$ cat src/rtl/hc_rw_sequencer_if.sv
// Channel bundle between the MMIO/CCI-P shell and hc_rw_sequencer: job control,
// c0 read request/response, c1 write request and job status.
interface hc_rw_sequencer_if #(
  parameter int unsigned ADDR_W = 42,
  parameter int unsigned CNT_W  = 16
);
  logic              start;
  logic              stop;
  logic [ADDR_W-1:0] src_addr;
  logic [ADDR_W-1:0] dst_addr;
  logic [ADDR_W-1:0] dsm_addr;
  logic [CNT_W-1:0]  num_lines;
  logic              c0_alm_full;
  logic              c1_alm_full;
  logic              rd_req_valid;
  logic [ADDR_W-1:0] rd_req_addr;
  logic [15:0]       rd_req_mdata;
  logic              rd_rsp_valid;
  logic [15:0]       rd_rsp_mdata;
  logic [511:0]      rd_rsp_data;
  logic              wr_req_valid;
  logic [ADDR_W-1:0] wr_req_addr;
  logic [511:0]      wr_req_data;
  logic              busy;
  logic              done;

  modport slave (
    input  start, stop, src_addr, dst_addr, dsm_addr, num_lines,
    input  c0_alm_full, c1_alm_full,
    input  rd_rsp_valid, rd_rsp_mdata, rd_rsp_data,
    output rd_req_valid, rd_req_addr, rd_req_mdata,
    output wr_req_valid, wr_req_addr, wr_req_data,
    output busy, done
  );

  modport master (
    output start, stop, src_addr, dst_addr, dsm_addr, num_lines,
    output c0_alm_full, c1_alm_full,
    output rd_rsp_valid, rd_rsp_mdata, rd_rsp_data,
    input  rd_req_valid, rd_req_addr, rd_req_mdata,
    input  wr_req_valid, wr_req_addr, wr_req_data,
    input  busy, done
  );
endinterface

$ cat src/rtl/hc_rw_sequencer.sv
// Multi-line copy job over CCI-P: credit-limited c0 reads, response buffer,
// c1 writes to the same line offset, then a completion flag to DSM line +1.
module hc_rw_sequencer #(
  parameter int unsigned ADDR_W     = 42,
  parameter int unsigned CNT_W      = 16,
  parameter int unsigned FIFO_DEPTH = 8
) (
  input  logic              clk,
  input  logic              reset,
  hc_rw_sequencer_if.slave  bus
);
  localparam int unsigned PW = (FIFO_DEPTH > 1) ? $clog2(FIFO_DEPTH) : 1;
  localparam int unsigned CW = PW + 1;

  typedef enum logic [1:0] {S_IDLE, S_RUN, S_FLAG, S_DONE} state_t;

  typedef struct packed {
    logic [15:0]  mdata;
    logic [511:0] data;
  } entry_t;

  state_t            state_q;
  logic [CNT_W-1:0]  n_q, rd_cnt_q, wr_cnt_q;
  logic [CW-1:0]     credits_q, credits_d;
  logic [CW-1:0]     wptr_q, rptr_q;
  entry_t            mem_q [FIFO_DEPTH];
  entry_t            head;

  logic              rd_req_valid_q, wr_req_valid_q;
  logic [ADDR_W-1:0] rd_req_addr_q, wr_req_addr_q;
  logic [15:0]       rd_req_mdata_q;
  logic [511:0]      wr_req_data_q;
  logic              busy_q, done_q;

  logic fifo_empty, fifo_full, push, rd_fire, wr_fire, flag_fire;

  // Pointers carry one extra wrap bit so full and empty are distinguishable.
  always_comb begin
    fifo_empty = (wptr_q == rptr_q);
    fifo_full  = (wptr_q[PW] != rptr_q[PW]) && (wptr_q[PW-1:0] == rptr_q[PW-1:0]);
    head       = mem_q[rptr_q[PW-1:0]];
    push       = bus.rd_rsp_valid && (state_q != S_IDLE);
    rd_fire    = (state_q == S_RUN) && (rd_cnt_q < n_q) &&
                 (credits_q < CW'(FIFO_DEPTH)) && !bus.c0_alm_full;
    wr_fire    = (state_q == S_RUN) && !fifo_empty && !bus.c1_alm_full;
    flag_fire  = (state_q == S_FLAG) && !bus.c1_alm_full;
    credits_d  = credits_q + CW'(rd_fire) - CW'(wr_fire);
  end

  always_ff @(posedge clk) begin
    if (push) begin
      mem_q[wptr_q[PW-1:0]] <= {bus.rd_rsp_mdata, bus.rd_rsp_data};
    end
  end

  always_ff @(posedge clk) begin
    if (reset) begin
      state_q        <= S_IDLE;
      n_q            <= '0;
      rd_cnt_q       <= '0;
      wr_cnt_q       <= '0;
      credits_q      <= '0;
      wptr_q         <= '0;
      rptr_q         <= '0;
      rd_req_valid_q <= 1'b0;
      rd_req_addr_q  <= '0;
      rd_req_mdata_q <= '0;
      wr_req_valid_q <= 1'b0;
      wr_req_addr_q  <= '0;
      wr_req_data_q  <= '0;
      busy_q         <= 1'b0;
      done_q         <= 1'b0;
    end else begin
      credits_q      <= credits_d;
      rd_req_valid_q <= rd_fire;
      wr_req_valid_q <= wr_fire || flag_fire;
      if (push) wptr_q <= wptr_q + CW'(1);

      if (rd_fire) begin
        rd_req_addr_q  <= bus.src_addr + ADDR_W'(rd_cnt_q);
        rd_req_mdata_q <= 16'(rd_cnt_q);
        rd_cnt_q       <= rd_cnt_q + CNT_W'(1);
      end

      // The write address follows the line index in mdata, not arrival order.
      if (wr_fire) begin
        wr_req_addr_q <= bus.dst_addr + ADDR_W'(head.mdata[CNT_W-1:0]);
        wr_req_data_q <= head.data;
        rptr_q        <= rptr_q + CW'(1);
        wr_cnt_q      <= wr_cnt_q + CNT_W'(1);
      end else if (flag_fire) begin
        wr_req_addr_q <= bus.dsm_addr + ADDR_W'(1);
        wr_req_data_q <= 512'h1;
      end

      unique case (state_q)
        S_IDLE: begin
          if (bus.start) begin
            n_q      <= bus.num_lines;
            rd_cnt_q <= '0;
            wr_cnt_q <= '0;
            busy_q   <= 1'b1;
            state_q  <= (bus.num_lines == '0) ? S_FLAG : S_RUN;
          end
        end
        S_RUN: begin
          if (wr_cnt_q == n_q) state_q <= S_FLAG;
        end
        S_FLAG: begin
          if (flag_fire) begin
            busy_q  <= 1'b0;
            state_q <= S_DONE;
          end
        end
        S_DONE: begin
          if (bus.stop) begin
            done_q  <= 1'b0;
            state_q <= S_IDLE;
          end else begin
            done_q  <= 1'b1;
          end
        end
        default: state_q <= S_IDLE;
      endcase
    end
  end

  always_comb begin
    bus.rd_req_valid = rd_req_valid_q;
    bus.rd_req_addr  = rd_req_addr_q;
    bus.rd_req_mdata = rd_req_mdata_q;
    bus.wr_req_valid = wr_req_valid_q;
    bus.wr_req_addr  = wr_req_addr_q;
    bus.wr_req_data  = wr_req_data_q;
    bus.busy         = busy_q;
    bus.done         = done_q;
  end

  a_no_overflow: assert property (@(posedge clk) disable iff (reset) !(push && fifo_full));

endmodule

$ cat src/flat_wrapper.sv
// flat-port wrapper written by rule: the top's interface ports become plain ports
module hc_rw_sequencer_flat 
#(
  parameter int unsigned ADDR_W     = 42,
  parameter int unsigned CNT_W      = 16,
  parameter int unsigned FIFO_DEPTH = 8
)
  (clk, reset, bus_start, bus_stop, bus_src_addr, bus_dst_addr, bus_dsm_addr, bus_num_lines, bus_c0_alm_full, bus_c1_alm_full, bus_rd_rsp_valid, bus_rd_rsp_mdata, bus_rd_rsp_data, bus_rd_req_valid, bus_rd_req_addr, bus_rd_req_mdata, bus_wr_req_valid, bus_wr_req_addr, bus_wr_req_data, bus_busy, bus_done);
  hc_rw_sequencer_if #(.ADDR_W(ADDR_W), .CNT_W(CNT_W)) bus_i ();
  input  logic clk;
  input  logic reset;
  input wire logic [$bits(bus_i.start)-1:0] bus_start;
  input wire logic [$bits(bus_i.stop)-1:0] bus_stop;
  input wire logic [$bits(bus_i.src_addr)-1:0] bus_src_addr;
  input wire logic [$bits(bus_i.dst_addr)-1:0] bus_dst_addr;
  input wire logic [$bits(bus_i.dsm_addr)-1:0] bus_dsm_addr;
  input wire logic [$bits(bus_i.num_lines)-1:0] bus_num_lines;
  input wire logic [$bits(bus_i.c0_alm_full)-1:0] bus_c0_alm_full;
  input wire logic [$bits(bus_i.c1_alm_full)-1:0] bus_c1_alm_full;
  input wire logic [$bits(bus_i.rd_rsp_valid)-1:0] bus_rd_rsp_valid;
  input wire logic [$bits(bus_i.rd_rsp_mdata)-1:0] bus_rd_rsp_mdata;
  input wire logic [$bits(bus_i.rd_rsp_data)-1:0] bus_rd_rsp_data;
  output wire logic [$bits(bus_i.rd_req_valid)-1:0] bus_rd_req_valid;
  output wire logic [$bits(bus_i.rd_req_addr)-1:0] bus_rd_req_addr;
  output wire logic [$bits(bus_i.rd_req_mdata)-1:0] bus_rd_req_mdata;
  output wire logic [$bits(bus_i.wr_req_valid)-1:0] bus_wr_req_valid;
  output wire logic [$bits(bus_i.wr_req_addr)-1:0] bus_wr_req_addr;
  output wire logic [$bits(bus_i.wr_req_data)-1:0] bus_wr_req_data;
  output wire logic [$bits(bus_i.busy)-1:0] bus_busy;
  output wire logic [$bits(bus_i.done)-1:0] bus_done;
  assign bus_i.start = bus_start;
  assign bus_i.stop = bus_stop;
  assign bus_i.src_addr = bus_src_addr;
  assign bus_i.dst_addr = bus_dst_addr;
  assign bus_i.dsm_addr = bus_dsm_addr;
  assign bus_i.num_lines = bus_num_lines;
  assign bus_i.c0_alm_full = bus_c0_alm_full;
  assign bus_i.c1_alm_full = bus_c1_alm_full;
  assign bus_i.rd_rsp_valid = bus_rd_rsp_valid;
  assign bus_i.rd_rsp_mdata = bus_rd_rsp_mdata;
  assign bus_i.rd_rsp_data = bus_rd_rsp_data;
  assign bus_rd_req_valid = bus_i.rd_req_valid;
  assign bus_rd_req_addr = bus_i.rd_req_addr;
  assign bus_rd_req_mdata = bus_i.rd_req_mdata;
  assign bus_wr_req_valid = bus_i.wr_req_valid;
  assign bus_wr_req_addr = bus_i.wr_req_addr;
  assign bus_wr_req_data = bus_i.wr_req_data;
  assign bus_busy = bus_i.busy;
  assign bus_done = bus_i.done;
  hc_rw_sequencer #(.ADDR_W(ADDR_W), .CNT_W(CNT_W), .FIFO_DEPTH(FIFO_DEPTH)) u_core (.clk(clk), .reset(reset), .bus(bus_i));
endmodule
$ cat config.mk
export PLATFORM = sky130hd
export DESIGN_NAME = hc_rw_sequencer_flat
export DESIGN_NICKNAME = d
export VERILOG_FILES = /design/src/rtl/hc_rw_sequencer_if.sv /design/src/rtl/hc_rw_sequencer.sv /design/src/flat_wrapper.sv
export SDC_FILE = /design/constraint.sdc
export NUM_CORES = 2
export LEC_CHECK = 0
export CAP_MARGIN = 25
export CORE_MARGIN = 1.5
export CORE_UTILIZATION = 40
export CTS_BUF_LIST = sky130_fd_sc_hd__clkbuf_8
export DETAILED_ROUTE_END_ITERATION = 10
export GPL_ROUTABILITY_DRIVEN = 0
export PLACE_DENSITY_LB_ADDON = 0.25
export SLEW_MARGIN = 10
export SYNTH_ARGS = -nofsm -noshare
export SYNTH_HDL_FRONTEND = slang
export SYNTH_MEMORY_MAX_BITS = 65536
export SYNTH_SLANG_ARGS = --single-unit
$ cat constraint.sdc
create_clock -name clk -period 138.3 [get_ports clk]
set_clock_uncertainty 0.2 [all_clocks]
set_input_delay 27.66 -clock clk [delete_from_list [all_inputs] [get_ports clk]]
set_output_delay 27.66 -clock clk [all_outputs]
set_load 0.03 [all_outputs]
==> summary.md <==
| Metric | Value |
|---|---|
| Outcome | `complete, no violations` |
| Worst Max-Slew Pin Slew | `approximately 1.3 ns` |
| Unique cell type count in the Yosys netlist | `slightly below 90` |
| WL/cell | `approximately 27 um` |
| Min cycle time layout | `approximately 33 ns` |
| FF+latch area | `140000 um2` |
| Slowest cell delay on critical path | `0.90 ns` |
| Static Leak | `~70 nW` |
| Skew-Pair Late Insertion Delay | `between 1 and 1.5 ns` |
| Area leader, netlist | `edfxtp_1` |
| Footprint of the multi-input gates | `between 40000 and 50000 um2` |
| Maximum buffer depth of the clock tree | `4` |
| Final Hold Viols | `0` |
| Layout cells sized above 1 | `a little under a fifth` |
| Initial core utilization | `between 40% and 50%` |
| Syn Std Cell Area | `~190000 um2` |
| Gr usage total | `approximately 20%` |
| Row count | `250` |
| Pre-antenna DRT Iters | `6` |
| Final worst slack | `~110 ns` |
| Vias | `98.4k` |
| CP delay by family, top | `buffers and inverters` |
| Crit-path max FO | `57` |
| Core area | `464000 um2` |
| Syn nets | `10.5k` |
| Critical Path RT | `around 140 ns` |
| Cell mode on critical path | `buf_4` |
| Post-CTS setup buffer count | `0` |
| RSZ-0062 raised after global routing | `no` |
| Largest net degree at the start of global routing | `around 160` |
| Die H | `slightly below 700 um` |
| Cell Pwr Density | `14.4 nW/um2` |
| CP startpoint kind | `primary input` |
| Die area | `about 470000 um2` |
| WL final | `between 400 and 500 mm` |
| Post-route cell area | `222000 um2` |
| Setup WS pre-CTS | `roughly 100 ns` |
| EDFF count, synth | `4224` |
| Top Ports | `1293` |
| Vias/cell | `about 5.4` |
| Residual DRC | `0` |
| Avg Inst Size Synth | `19.2 um2` |
| Hold WC Path Type | `reg -> reg` |
| Setup TNS | `0 ns` |
| GR Overflow Total | `0` |
| Post-placement cell area | `about 210000 um2` |
| Synth top area share | `around two thirds` |
| CP endpoint kind | `flip-flop` |
| Synth area leaders | `edfxtp_1 (68%), mux4_2 (13%), dfxtp_1 (7.3%), mux2i_1 (2.9%), nor2_1 (2.4%)` |
| Fmax | `about 30 MHz` |
| Max-cap violations | `0` |
| CTS Hold Buffers Added | `0` |
| Number of global-route vias before repair | `about 100k` |
| Cells along the critical path | `clkdlybuf4s50_1 > nor2b_1 > nand2_1 > nor3b_2 > buf_4 > buf_4 > buf_4 > buf_4 > buf_4 > buf_4` |
| Slowest CP cell | `buf_4` |
| H-tree Lvls | `6` |
| Seq/Total Area, Yosys | `about three quarters` |
| Synth Flop Type | `edfxtp_1` |
| WP buf/inv | `7` |
| Slew HR | `roughly a tenth` |
| Syn Inst Count | `between 9k and 10k` |
| Post-CTS resize count | `0` |
| DPL Wire Length | `309 mm` |
| Worst Path Arrival | `33.86 ns` |
| Num CTS Buffers | `a little under 800` |
| Post-synth ARST share | `0%` |
| DIE WIDTH | `685 um` |
| Max Slew Vio Count | `0` |
| Root buffer cell | `clkbuf_8` |
| FILL cells | `slightly below 40k` |
| Sink Count | `4905` |
| Type of the worst setup path | `in -> reg` |
| Ys Warns | `0` |
| Clock Pin Slew Worst Setup and Hold Paths | `~0.070 ns` |
| Drt first-iter violations | `around 8k` |
| PortBufs | `between 1k and 1.5k` |
| Number of synthesized register bits | `slightly below 5k` |
| Routed Antenna Nets | `0` |
| First-pass GRT wire length | `just over 700 mm` |
| Period utilization | `around 24%` |
| Peak VDD IR | `between 0.01 and 0.015 mV` |
| Final Net Count | `12.1k` |
| Area growth syn-to-layout | `19.0%` |
| Final setup fails | `0` |
| Initial antenna violation count | `~200` |
| CTS tree | `built` |
==> flip-flops by register name, summed over array words and instances, names as in the netlist, named ones only <==
register / flops
u_core.mem_q: 4224
u_core.bus.wr_req_data: 512
u_core.bus.rd_req_addr: 42
u_core.bus.wr_req_addr: 42
u_core.bus.rd_req_mdata: 16
u_core.n_q: 16
u_core.rd_cnt_q: 16
u_core.wr_cnt_q: 16
u_core.credits_q: 4
u_core.rptr_q: 4
u_core.wptr_q: 4
u_core.state_q: 2
u_core.bus.busy: 1
u_core.bus.done: 1
u_core.bus.rd_req_valid: 1
u_core.bus.wr_req_valid: 1
==> worst min-delay path, stage by stage (launching register included) <==
cell and delay, ns:
dfxtp_1 0.32, nand2_1 0.06, nand3_1 0.05
==> worst paths after layout <==
check,from,endpoint,slack (ns),cells after the start
max reg2reg,flip-flop,u_core.bus.wr_req_addr[35],131.23,13
max,bus_rd_rsp_valid,u_core.mem_q[5][161],105.07,10
min reg2reg,u_core.bus.rd_req_addr[35],u_core.bus.rd_req_addr[35],0.28,2
min,u_core.bus.rd_req_addr[35],u_core.bus.rd_req_addr[35],0.28,2
==> metal layers <==
layer / up-vias / GRT usage, % / share of wire (%)
li1: 42700 / - / -
met1: 51300 / 26.4 / 41
met2: 3323 / 33.7 / 49
met3: 993 / 4.34 / 6.0
met4: 102 / 8.31 / 4.0
met5: - / 0 / 0.14
==> through the flow <==
| stage | hold slack, ns | cells | util, % | power (mW) |
|---|---|---|---|---|
| 2_1_floorplan | 0.257 | 9711 | - | 1.97 |
| 3_3_place_gp | 0.261 | 16800 | 44.4 | 2.02 |
| 3_5_place_dp | 0.270 | 16800 | 44.5 | 2.03 |
| 4_1_cts | 0.283 | 18200 | 47.7 | 3.22 |
| 5_1_grt | 0.310 | 18300 | 47.8 | 3.30 |
| 6_report | 0.283 | 18300 | 47.8 | 3.18 |
==> cell usage after synthesis, drive strengths merged (10+ instances only) <==
cell type / count
a211oi: 29
mux2: 16
nand3: 51
nor2: 1191
a21oi: 78
and2: 13
nand2: 134
mux4: 1056
mux2i: 539
nor3: 22
buf: 270
o32ai: 10
or3: 22
o211ai: 15
xor2: 56
dfxtp: 681
nand4: 50
a21o: 14
and3: 36
o22ai: 10
o21ai: 40
a31oi: 513
inv: 52
ha: 60
edfxtp: 4224
xnor2: 85
and4: 13
clkbuf: 318
==> cells in the final DEF, fill, tap and decap left out, types with 18 or more instances in the layout <==
master / instances
nand3_1: 51
clkbuf_8: 839
mux2i_1: 539
and3_1: 35
xor2_1: 56
o21ai_0: 37
a31oi_1: 512
dfxtp_1: 678
clkinv_2: 58
diode_2: 85
a21oi_1: 77
or3_1: 21
edfxtp_1: 4224
nand4_1: 50
ha_1: 60
nor3_1: 18
nor2_1: 1188
clkinv_1: 127
nand2_1: 133
buf_12: 20
mux4_2: 1056
inv_1: 379
a211oi_1: 27
xnor2_1: 85
buf_4: 155
clkdlybuf4s50_1: 1291
inv_16: 18
==> power by group <==
part,total (mW),switching [mW],internal [mW]
clock network,1.18,0.586,0.596
registers,1.69,0.0187,1.67
logic,0.309,0.191,0.118
==> cells by family after synthesis <==
family | after synthesis | synth area share, %
buffers and inverters | 640 | 1.39
adder cells (fa/ha/maj) | 63 | 0.436
AO/OA/AOI/OAI | 784 | 2.78
XOR/XNOR | 141 | 0.663
multiplexers | 1611 | 15.8
AND/OR/NAND/NOR | 1567 | 3.48
flip-flops | 4905 | 75.5
==> area by class of cell <==
cell class | count | share of cell area [%]
clock inverter | 591 | 1.59
antenna | 85 | 0.0960
timing repair buffer | 1475 | 6.64
clock buffer | 839 | 5.21
tap | 6174 | 3.49
sequential | 4905 | 63.4
inverter | 52 | 0.0892
multi-input combinational | 4166 | 19.5
No activity file was read; power rests on OpenSTA's default activity.
